[src/rtl/preamble_peak_tracker_pkg.sv]
// Shared types and field layout for the preamble peak tracker.
// Detection state, metric width and event packing offsets.
package preamble_peak_tracker_pkg;

  typedef enum logic [1:0] {
    ST_IDLE,
    ST_RUN,
    ST_HOLDOFF
  } state_e;

  localparam int EV_OFFSET_LSB = 0;

  function automatic int metric_width(input int mag_w);
    return mag_w + 2;
  endfunction

  function automatic int ev_metric_lsb(input int cnt_w);
    return cnt_w;
  endfunction

  function automatic int ev_phase_lsb(input int mag_w, input int cnt_w);
    return mag_w + cnt_w;
  endfunction

endpackage

[src/rtl/preamble_metric_calc.sv]
// Stage-1 arithmetic: signed D metric, trigger and phase scaling.
// Purely combinational; the top registers the results.
module preamble_metric_calc
  import preamble_peak_tracker_pkg::*;
#(
  parameter int MAG_WIDTH  = 16,
  parameter int WINDOW_LEN = 64
) (
  input  logic [MAG_WIDTH-1:0]        mag_i,
  input  logic [MAG_WIDTH-1:0]        power_i,
  input  logic [MAG_WIDTH-1:0]        phase_i,
  input  logic [3:0]                  k_i,
  output logic signed [MAG_WIDTH+1:0] metric_o,
  output logic                        trigger_o,
  output logic signed [MAG_WIDTH-1:0] phase_o
);

  localparam int MW = metric_width(MAG_WIDTH);
  localparam int SH = $clog2(WINDOW_LEN);

  logic [MW-1:0] mag_x;
  logic [MW-1:0] pwr_x;
  logic [MW-1:0] pwr_s;

  assign mag_x = {2'b00, mag_i};
  assign pwr_x = {2'b00, power_i};
  assign pwr_s = pwr_x >> k_i;

  assign metric_o = signed'(mag_x - (pwr_x - pwr_s));

  // k = 0 would make the threshold zero, so it means "never"
  assign trigger_o = (k_i != 4'd0)
                   && !metric_o[MW-1]
                   && (metric_o != '0);

  assign phase_o = $signed(phase_i) >>> SH;

endmodule

[src/rtl/preamble_peak_tracker.sv]
// Preamble peak tracker: metric stage, run/peak/holdoff FSM, event register.
// Optional stats outputs under PREAMBLE_PEAK_TRACKER_STATS_EN.
module preamble_peak_tracker
  import preamble_peak_tracker_pkg::*;
#(
  parameter int WIDTH      = 32,
  parameter int MAG_WIDTH  = 16,
  parameter int WINDOW_LEN = 64,
  parameter int CNT_WIDTH  = 16
) (
  input  logic                             clk,
  input  logic                             reset_n,
  input  logic                             cfg_enable,
  input  logic [3:0]                       cfg_thresh_shift,
  input  logic [7:0]                       cfg_min_run,
  input  logic [CNT_WIDTH-1:0]             cfg_holdoff,
  input  logic [MAG_WIDTH-1:0]             i_mag,
  input  logic [MAG_WIDTH-1:0]             i_phase,
  input  logic [MAG_WIDTH-1:0]             i_power,
  input  logic [WIDTH-1:0]                 i_samples_tdata,
  input  logic                             i_tvalid,
  output logic                             i_tready,
  output logic [WIDTH-1:0]                 o_samples_tdata,
  output logic                             o_samples_tlast,
  output logic                             o_samples_tvalid,
  input  logic                             o_samples_tready,
  output logic [2*MAG_WIDTH+CNT_WIDTH-1:0] o_event_tdata,
  output logic                             o_event_tvalid,
`ifdef PREAMBLE_PEAK_TRACKER_STATS_EN
  output logic [31:0]                      stat_detect_cnt,
  output logic [31:0]                      stat_drop_cnt,
`endif
  input  logic                             o_event_tready
);

  localparam int MW     = metric_width(MAG_WIDTH);
  localparam int EW     = 2*MAG_WIDTH + CNT_WIDTH;
  localparam int EV_MET = ev_metric_lsb(CNT_WIDTH);
  localparam int EV_PH  = ev_phase_lsb(MAG_WIDTH, CNT_WIDTH);

  function automatic logic [CNT_WIDTH-1:0] sat_inc(
    input logic [CNT_WIDTH-1:0] x
  );
    return (x == '1) ? x : x + CNT_WIDTH'(1);
  endfunction

  logic signed [MW-1:0]        c_metric;
  logic                        c_trig;
  logic signed [MAG_WIDTH-1:0] c_phase;

  preamble_metric_calc #(
    .MAG_WIDTH  (MAG_WIDTH),
    .WINDOW_LEN (WINDOW_LEN)
  ) u_calc (
    .mag_i     (i_mag),
    .power_i   (i_power),
    .phase_i   (i_phase),
    .k_i       (cfg_thresh_shift),
    .metric_o  (c_metric),
    .trigger_o (c_trig),
    .phase_o   (c_phase)
  );

  logic                 s1_valid_q, s1_valid_d;
  logic signed [MW-1:0] s1_metric_q;
  logic                 s1_trig_q;
  logic [MAG_WIDTH-1:0] s1_phase_q;
  logic [WIDTH-1:0]     s1_data_q;

  logic                 out_valid_q, out_valid_d;
  logic                 out_last_q, out_last_d;
  logic [WIDTH-1:0]     out_data_q, out_data_d;

  logic s2_ready;
  logic s1_load;
  logic adv;

  assign s2_ready = !out_valid_q || o_samples_tready;
  assign i_tready = !s1_valid_q || s2_ready;
  assign s1_load  = i_tvalid && i_tready;
  assign adv      = s1_valid_q && s2_ready;

  assign s1_valid_d = i_tready ? i_tvalid : s1_valid_q;

  always_ff @(posedge clk or negedge reset_n) begin
    if (!reset_n) begin
      s1_valid_q  <= 1'b0;
      s1_metric_q <= '0;
      s1_trig_q   <= 1'b0;
      s1_phase_q  <= '0;
      s1_data_q   <= '0;
    end else begin
      s1_valid_q <= s1_valid_d;
      if (s1_load) begin
        s1_metric_q <= c_metric;
        s1_trig_q   <= c_trig;
        s1_phase_q  <= c_phase;
        s1_data_q   <= i_samples_tdata;
      end
    end
  end

  state_e               state_q, state_d;
  logic [CNT_WIDTH-1:0] run_q, run_d;
  logic [CNT_WIDTH-1:0] off_q, off_d;
  logic [CNT_WIDTH-1:0] hold_q, hold_d;
  logic [CNT_WIDTH-1:0] hcfg_q, hcfg_d;
  logic [7:0]           minrun_q, minrun_d;
  logic signed [MW-1:0] peak_q, peak_d;
  logic [MAG_WIDTH-1:0] pph_q, pph_d;
  logic                 declare;

  always_comb begin
    state_d  = state_q;
    run_d    = run_q;
    off_d    = off_q;
    hold_d   = hold_q;
    hcfg_d   = hcfg_q;
    minrun_d = minrun_q;
    peak_d   = peak_q;
    pph_d    = pph_q;
    declare  = 1'b0;
    if (!cfg_enable) begin
      state_d = ST_IDLE;
    end else if (adv) begin
      unique case (state_q)
        ST_IDLE: begin
          if (s1_trig_q) begin
            state_d  = ST_RUN;
            run_d    = CNT_WIDTH'(1);
            off_d    = '0;
            peak_d   = s1_metric_q;
            pph_d    = s1_phase_q;
            minrun_d = cfg_min_run;
            hcfg_d   = cfg_holdoff;
          end
        end
        ST_RUN: begin
          if (s1_trig_q) begin
            run_d = sat_inc(run_q);
            // strict compare: ties keep the earliest peak
            if (s1_metric_q > peak_q) begin
              peak_d = s1_metric_q;
              pph_d  = s1_phase_q;
              off_d  = '0;
            end else begin
              off_d = sat_inc(off_q);
            end
          end else if (run_q >= CNT_WIDTH'(minrun_q)) begin
            declare = 1'b1;
            hold_d  = hcfg_q;
            state_d = ST_HOLDOFF;
          end else begin
            state_d = ST_IDLE;
          end
        end
        ST_HOLDOFF: begin
          if (hold_q == '0) state_d = ST_IDLE;
          else hold_d = hold_q - CNT_WIDTH'(1);
        end
        default: state_d = ST_IDLE;
      endcase
    end
  end

  always_comb begin
    out_valid_d = out_valid_q;
    out_last_d  = out_last_q;
    out_data_d  = out_data_q;
    if (s2_ready) begin
      out_valid_d = s1_valid_q;
      out_last_d  = declare;
      if (adv) out_data_d = s1_data_q;
    end
  end

  logic          ev_valid_q, ev_valid_d;
  logic [EW-1:0] ev_data_q, ev_data_d;
  logic [EW-1:0] ev_new;
  logic          ev_busy;

  assign ev_busy = ev_valid_q && !o_event_tready;

  always_comb begin
    ev_new = '0;
    ev_new[EV_PH +: MAG_WIDTH]          = pph_q;
    ev_new[EV_MET +: MAG_WIDTH]         = peak_q[MAG_WIDTH-1:0];
    ev_new[EV_OFFSET_LSB +: CNT_WIDTH]  = sat_inc(off_q);
  end

  always_comb begin
    ev_valid_d = ev_valid_q;
    ev_data_d  = ev_data_q;
    if (declare && !ev_busy) begin
      ev_valid_d = 1'b1;
      ev_data_d  = ev_new;
    end else if (ev_valid_q && o_event_tready) begin
      ev_valid_d = 1'b0;
    end
  end

  always_ff @(posedge clk or negedge reset_n) begin
    if (!reset_n) begin
      state_q     <= ST_IDLE;
      run_q       <= '0;
      off_q       <= '0;
      hold_q      <= '0;
      hcfg_q      <= '0;
      minrun_q    <= '0;
      peak_q      <= '0;
      pph_q       <= '0;
      out_valid_q <= 1'b0;
      out_last_q  <= 1'b0;
      out_data_q  <= '0;
      ev_valid_q  <= 1'b0;
      ev_data_q   <= '0;
    end else begin
      state_q     <= state_d;
      run_q       <= run_d;
      off_q       <= off_d;
      hold_q      <= hold_d;
      hcfg_q      <= hcfg_d;
      minrun_q    <= minrun_d;
      peak_q      <= peak_d;
      pph_q       <= pph_d;
      out_valid_q <= out_valid_d;
      out_last_q  <= out_last_d;
      out_data_q  <= out_data_d;
      ev_valid_q  <= ev_valid_d;
      ev_data_q   <= ev_data_d;
    end
  end

  assign o_samples_tvalid = out_valid_q;
  assign o_samples_tlast  = out_last_q;
  assign o_samples_tdata  = out_data_q;
  assign o_event_tvalid   = ev_valid_q;
  assign o_event_tdata    = ev_data_q;

`ifdef PREAMBLE_PEAK_TRACKER_STATS_EN
  logic [31:0] det_cnt_q, drop_cnt_q;

  always_ff @(posedge clk or negedge reset_n) begin
    if (!reset_n) begin
      det_cnt_q  <= '0;
      drop_cnt_q <= '0;
    end else begin
      if (declare) det_cnt_q <= det_cnt_q + 32'd1;
      if (declare && ev_busy) drop_cnt_q <= drop_cnt_q + 32'd1;
    end
  end

  assign stat_detect_cnt = det_cnt_q;
  assign stat_drop_cnt   = drop_cnt_q;
`endif

endmodule

[config.mk]
export PLATFORM = sky130hd
export DESIGN_NAME = preamble_peak_tracker
export DESIGN_NICKNAME = d
export VERILOG_FILES = /design/src/rtl/preamble_peak_tracker_pkg.sv /design/src/rtl/preamble_metric_calc.sv /design/src/rtl/preamble_peak_tracker.sv
export SDC_FILE = /design/constraint.sdc
export NUM_CORES = 1
export LEC_CHECK = 0
export BUFFER_PORTS_ARGS = -buffer_cell sky130_fd_sc_hd__clkbuf_2
export CELL_PAD_IN_SITES_DETAIL_PLACEMENT = 1
export CELL_PAD_IN_SITES_GLOBAL_PLACEMENT = 1
export CORE_ASPECT_RATIO = 1.25
export CORE_MARGIN = 3
export CORE_UTILIZATION = 42
export CTS_BUF_LIST = sky130_fd_sc_hd__clkbuf_8
export DETAILED_ROUTE_END_ITERATION = 6
export PLACE_DENSITY_LB_ADDON = 0.1
export SLEW_MARGIN = 20
export SYNTH_ARGS = -nofsm -noshare
export SYNTH_HDL_FRONTEND = slang
export SYNTH_SLANG_ARGS = --single-unit
[constraint.sdc]
create_clock -name clk -period 2.9 [get_ports clk]
set_clock_uncertainty 0.05 [all_clocks]
set_input_delay 0.435 -clock clk [delete_from_list [all_inputs] [get_ports clk]]
set_output_delay 0.435 -clock clk [all_outputs]
set_load 0.1 [all_outputs]
# After elaboration in Yosys (flattened, before gate mapping)
# Cells that the tools add are included.
[totals]
ff_bits = 253
in_bits = 114
out_inout_bits = 84
word_cells = 104
[classes]
add_sub_neg = 5
order_cmp = 2
eq_ne = 15
shift = 1
muxes = 35
reduce_logical = 28
[ops]
columns = ["cell", "n"]
rows = [
  ["$mux 16", 13],
  ["$pmux 16 s2", 4],
  ["$mux 18", 3],
  ["$pmux 18 s2", 1],
  ["$sub 16x18->18", 2],
  ["$add 16x1->16 const B", 2],
  ["$eq 16x16->1 const B", 2],
  ["$gt 18x18->1", 1],
  ["$reduce_and 6->1", 3],
  ["$reduce_bool 18->1", 1],
  ["$shr 16x4->18", 1],
  ["$ge 16x8->1", 1],
  ["$logic_not 16->1", 1],
  ["$sub 16x1->16 const B", 1],
  ["$ne 2x2->1 const B", 7],
  ["$mux 2", 6],
  ["$ne 3x3->1 const B", 3],
  ["$reduce_and 4->1", 2],
  ["$logic_and 1x1->1", 7],
  ["$mux 1", 7],
  ["$pmux 2 s3", 1],
  ["$reduce_bool 2->1", 3],
  ["$logic_not 1->1", 5],
  ["$reduce_and 5->1", 1],
  ["7 further kinds", 8],
]

# Depth between registers and ports, before layout
[logic_depth]
depth_word = 8
ltp_mapped = 20
mapped_depth_nobuf = 18

# Modules after synthesis
# A second synthesis with hierarchy kept.
[hier_totals]
hier_cells = 1268
hier_area_um2 = 13364.1
[by_module_without_submodules]
columns = ["module", "n_inst", "cells_each", "area_per_inst_um2", "seq_area_each_um2"]
rows = [
  ["preamble_peak_tracker", 1, 972, 11289.6, 6481.2],
  ["preamble_metric_calc", 1, 296, 2074.5, 0.0],
]

# Worst setup path before layout
# No wires, ideal clock.
[synth_timing]
path_type = "input port to flip-flop"
from = "in cfg_thresh_shift[1]"
to = "reg s1_trig_q"
setup_ps = 129
t_arrival_ps = 4495
required_ps = 2721
path_slack_ps = -1774
cell_stages = 19
path_buffers = 2
cell_sequence = "clkbuf_1 clkbuf_1 mux2i_1 nand2_1 nand2_1 nor2_1 a31o_2 mux2i_1 fa_1 inv_1 fa_1 a211oi_1 o21ai_0 a221oi_1 o21ai_0 a21o_1 a21oi_1 xor2_1 o41a_1"
[synth_between]
elab_chain_cells = 6
word_cells_on_any_way = 8
classes_between = "add/sub: 2; shift: 1; reduce/logical: 5"
[synth_lines]
columns = ["item", "line", "rtl"]
rows = [
  ["from (decl)", "preamble_peak_tracker.sv:14", "input logic [3:0] cfg_thresh_shift,"],
  ["branches (longest 5 deep; another with $sub 16x18->18)", "n/a", ""],
  ["$logic_and 1x1->1 *", "preamble_metric_calc.sv:34", "&& (metric_o != '0);"],
  ["to (signal assigned)", "preamble_peak_tracker.sv:96", "s1_trig_q <= c_trig;"],
  ["to (decl)", "preamble_peak_tracker.sv:66", "logic s1_trig_q;"],
]
# Every way passes the cells marked *.
# A chain may end at the register's enable or synchronous reset.

# Worst setup path in the final report
# Ends and elaborated chain as after synthesis.

==> flow_metrics.env <==
export IMPL_stdcell_count=1994
export IMPL_worst_slack_ns=-0.6861
export IMPL_cpPeakStageDelay_ns=0.50
export IMPL_via_count=10323
export IMPL_final_min_clock_period_ns=3.586
export IMPL_synth_fa_ha_area_share_pct=7.091
export IMPL_grt_antenna_before_repair=0
export IMPL_start_kind="input pin"
export IMPL_num_nets_final=1744
export IMPL_max_freq_mhz=278.9
export IMPL_cts_buffers=42
export IMPL_synth_xor_xnor_area_share_pct=2.288
export IMPL_tns_ns=-5.338
export IMPL_synthFlopType="dfrtp_1"
export IMPL_cts_sinks=241
export IMPL_synth_top_family_by_area="simple AND/OR/NAND/NOR gates"
export IMPL_clockRootBuffer="clkbuf_8"
export IMPL_fin_hold_ws_ns=0.04452
export IMPL_synth_area_leader_cell="dfrtp_1"
export IMPL_arrival_ns=3.98
export IMPL_critical_path_required_ns=3.29
export IMPL_routed_wl_mm=34.16
export IMPL_cellPowerDensity_nw_per_um2=758.2
export IMPL_die_w_um=161.1
export IMPL_failed_checks="setup timing"
export IMPL_fp_dieH_um=199.9
export IMPL_grtUsageTotal_pct=20.40
export IMPL_synth_cell_types=68
export IMPL_p_sw_share_pct=36.57
export IMPL_fin_util_pct=56.36
export IMPL_routedWlPerCell_um=17.13
export IMPL_synth_compound_area_share_pct=11.17
export IMPL_synth_simple_gate_area_share_pct=14.52
export IMPL_grt_pass1_vias=10950
export IMPL_antenna_cells_inserted=0
export IMPL_hpwl_mm=23.60
export IMPL_remaining_drc_errors=0
export IMPL_mappedNetlistNets=1411
export IMPL_viasPerCell=5.177
export IMPL_cpMaxStageDelayCell="fa_1"
export IMPL_internal_power_mw=7.977
export IMPL_p_sw_mw=4.599
export IMPL_synth_top_area_share_pct=47.73
export IMPL_syn_inst=1235
export IMPL_tightest_slew_ns=0.5841
export IMPL_async_flop_share_pct=100.0
export IMPL_endpoint_kind="flop"
export IMPL_comb_power_share_pct=37.8
export IMPL_period_share_pct=123.7
export IMPL_status="finished, violations left"
export IMPL_drv_cap=0
export IMPL_vdd_drop_max_uv=579.6
export IMPL_rows=70
export IMPL_grt_max_degree=73
export IMPL_htree_levels=2
export IMPL_die_area_um2=32210
export IMPL_timing_worst_setup_path_type="input pin to flop"
export IMPL_crit_top_cell="o21ai_2"
export IMPL_power_frac_seq_pct=36.4
export IMPL_start_util_pct=42.93
export IMPL_tritoncts="yes"
export IMPL_synth_mux_area_share_pct=12.40
export IMPL_rsz0062_at_grt="yes"
export IMPL_synth_seq_area_share_pct=47.73
export IMPL_setup_viol=36
export IMPL_clk_latency_ns=0.57
export IMPL_clock_path_buffers=3
export IMPL_dpl_cell_count=1886
export IMPL_grt_overflow_total=0
export IMPL_ant_nets=0
export IMPL_place_ws_ns=-1.361
export IMPL_area_growth_synth_to_final_pct=31.27
export IMPL_first_pass_iters=4
export IMPL_synthTopCellsByArea="dfrtp_1 48%, mux2_2 8.2%, nand2_1 6.4%"
export IMPL_final_layout_size_suffix_gt1_share_pct=37.30
export IMPL_drtIter0Drc=357
export IMPL_slew_headroom_pct=61.22
export IMPL_coreArea_um2=29430
export IMPL_netlist_top_cells_count="241 x dfrtp_1, 216 x nand2_1, 92 x mux2_2, 90 x o21ai_0, 85 x inv_1"
export IMPL_leakage_nw=8.274
export IMPL_port_buffers=191
export IMPL_ys_ff_latch=241
export IMPL_yosys_warnings=0
export IMPL_grt_pass1_wl_mm=54.15
export IMPL_clock_power_share_pct=25.8
export IMPL_clk_pin_slew_ns=0.06
export IMPL_hp_class="input pin to flop"
export IMPL_hold_viol=0
export IMPL_synthMostInstantiatedCell="dfrtp_1"
export IMPL_ioPinCount=198
export IMPL_crit_fanout=5
export IMPL_gp_congestion=0.8328
export IMPL_synthesis_area_um2=12630
export IMPL_synth_edff_count=0
export IMPL_nFillCells=3328
export IMPL_drv_slew=0
export IMPL_crit_chain="clkbuf_16 > buf_6 > mux2i_2 > nand2_1 > o21ai_2 > o21ai_2 > mux2i_2 > fa_1 > inv_2 > fa_2 > a211oi_4 > o21ai_2 > buf_4 > a31oi_4 > xnor2_1 > nand3_1 > nand4b_1 > nand4bb_1 > o41a_1"
export IMPL_avgSynthCellArea_um2=10.23
[layout by cell type (no fill, tap or decap), types with 10 or more instances in the layout]
master | netlist | layout
o21ai_0 | 90 | 63
buf_4 | 6 | 125
mux2_2 | 92 | 79
nand4_1 | 14 | 14
nand3_1 | 24 | 21
ha_1 | 46 | 39
a21o_1 | 15 | 15
buf_6 | 2 | 11
xor2_1 | 18 | 17
mux2_4 | 20 | 33
o21ai_2 | 0 | 11
o22a_1 | 11 | 11
nor2_1 | 59 | 56
nand2b_1 | 15 | 15
xnor2_1 | 15 | 10
fa_1 | 16 | 15
nand2_1 | 216 | 212
clkbuf_8 | 0 | 55
dfrtp_1 | 241 | 240
a21oi_1 | 54 | 49
clkbuf_2 | 0 | 189
inv_1 | 85 | 91
o21ai_1 | 0 | 16
mux2i_1 | 23 | 18
[power groups by stage]
stage          clock network, mW  registers, mW  logic (mW)
2_1_floorplan                  0           5.30        2.17
5_1_grt                     3.51           4.68        5.18
4_1_cts                     3.35           4.56        4.45
3_5_place_dp                   0           4.61        4.30
6_report                    3.24           4.58        4.75
3_3_place_gp                   0           4.57        4.16
[metrics by stage]
stage	power [mW]	area, um2
finish	12.58	16590
global route	13.37	16590
CTS	12.37	16080
detailed placement	8.902	14910
global placement	8.731	14910
floorplan	7.475	12740
[logic make-up after synthesis]
kind of cell	after synthesis
compound gates	228
xor+xnor	33
fa+ha+maj	62
buf+inv	142
flops	241
mux	135
simple gates	394
[sequential cells by signal, indices dropped and copies added, names as in the netlist, 8 cells and up]
name and flops:
hcfg_q 16, hold_q 16, minrun_q 8, o_event_tdata 42, o_samples_tdata 32, off_q 16
peak_q 18, pph_q 10, run_q 16, s1_data_q 32, s1_metric_q 18, s1_phase_q 10
[per-layer routing]
layer | wire [um] | share of wire, % | GRT usage (%)
met1 | 14120 | 41 | 24.49
met2 | 17770 | 52 | 37.58
met3 | 1438 | 4.2 | 3.529
met4 | 825 | 2.4 | 6.280
met5 | 0 | 0 | 0
[path summary, 6_finish.rpt]
kind                                  endpoint                start  depth (start not counted)  slack [ns]
hold / removal                     minrun_q[4]       cfg_min_run[4]                          3        0.04
setup reg to reg                    peak_q[15]            peak_q[7]                         13       -0.08
min in group asynchronous            hold_q[6]              reset_n                          2        0.36
max in group asynchronous             pph_q[7]              reset_n                          3        1.65
setup / recovery                     s1_trig_q  cfg_thresh_shift[1]                         19       -0.69
hold reg to reg            o_samples_tdata[15]        s1_data_q[15]                          2        0.41
[worst max-delay path, delay by kind of cell]
family | cells | cell delay (ns)
fa+ha+maj | 2 | 0.92
mux | 2 | 0.25
buf+inv | 4 | 0.50
compound gates | 6 | 1.13
xor+xnor | 1 | 0.16
simple gates | 4 | 0.60
[final cells by class]
type	count	area (um2)	area share (%)
Inverter	85	319.1	1.924
Timing Repair Buffer	346	2389	14.40
Clock buffer	55	757.0	4.564
Multi-Input combinational cell	852	6464	38.97
Clock inverter	19	127.6	0.7695
Tap cell	396	495.5	2.987
Sequential cell	241	6035	36.38
[what timing repair did]
action                                  CTS  global route
gates cloned                              1             3
endpoints found under the setup margin   46            70
endpoints found under the hold margin    58             0
buffers inserted                          9            19
hold buffers                              4             0
pin swaps                                26            35
resized for setup                        41            67
Power figures use the tool's default switching activity.
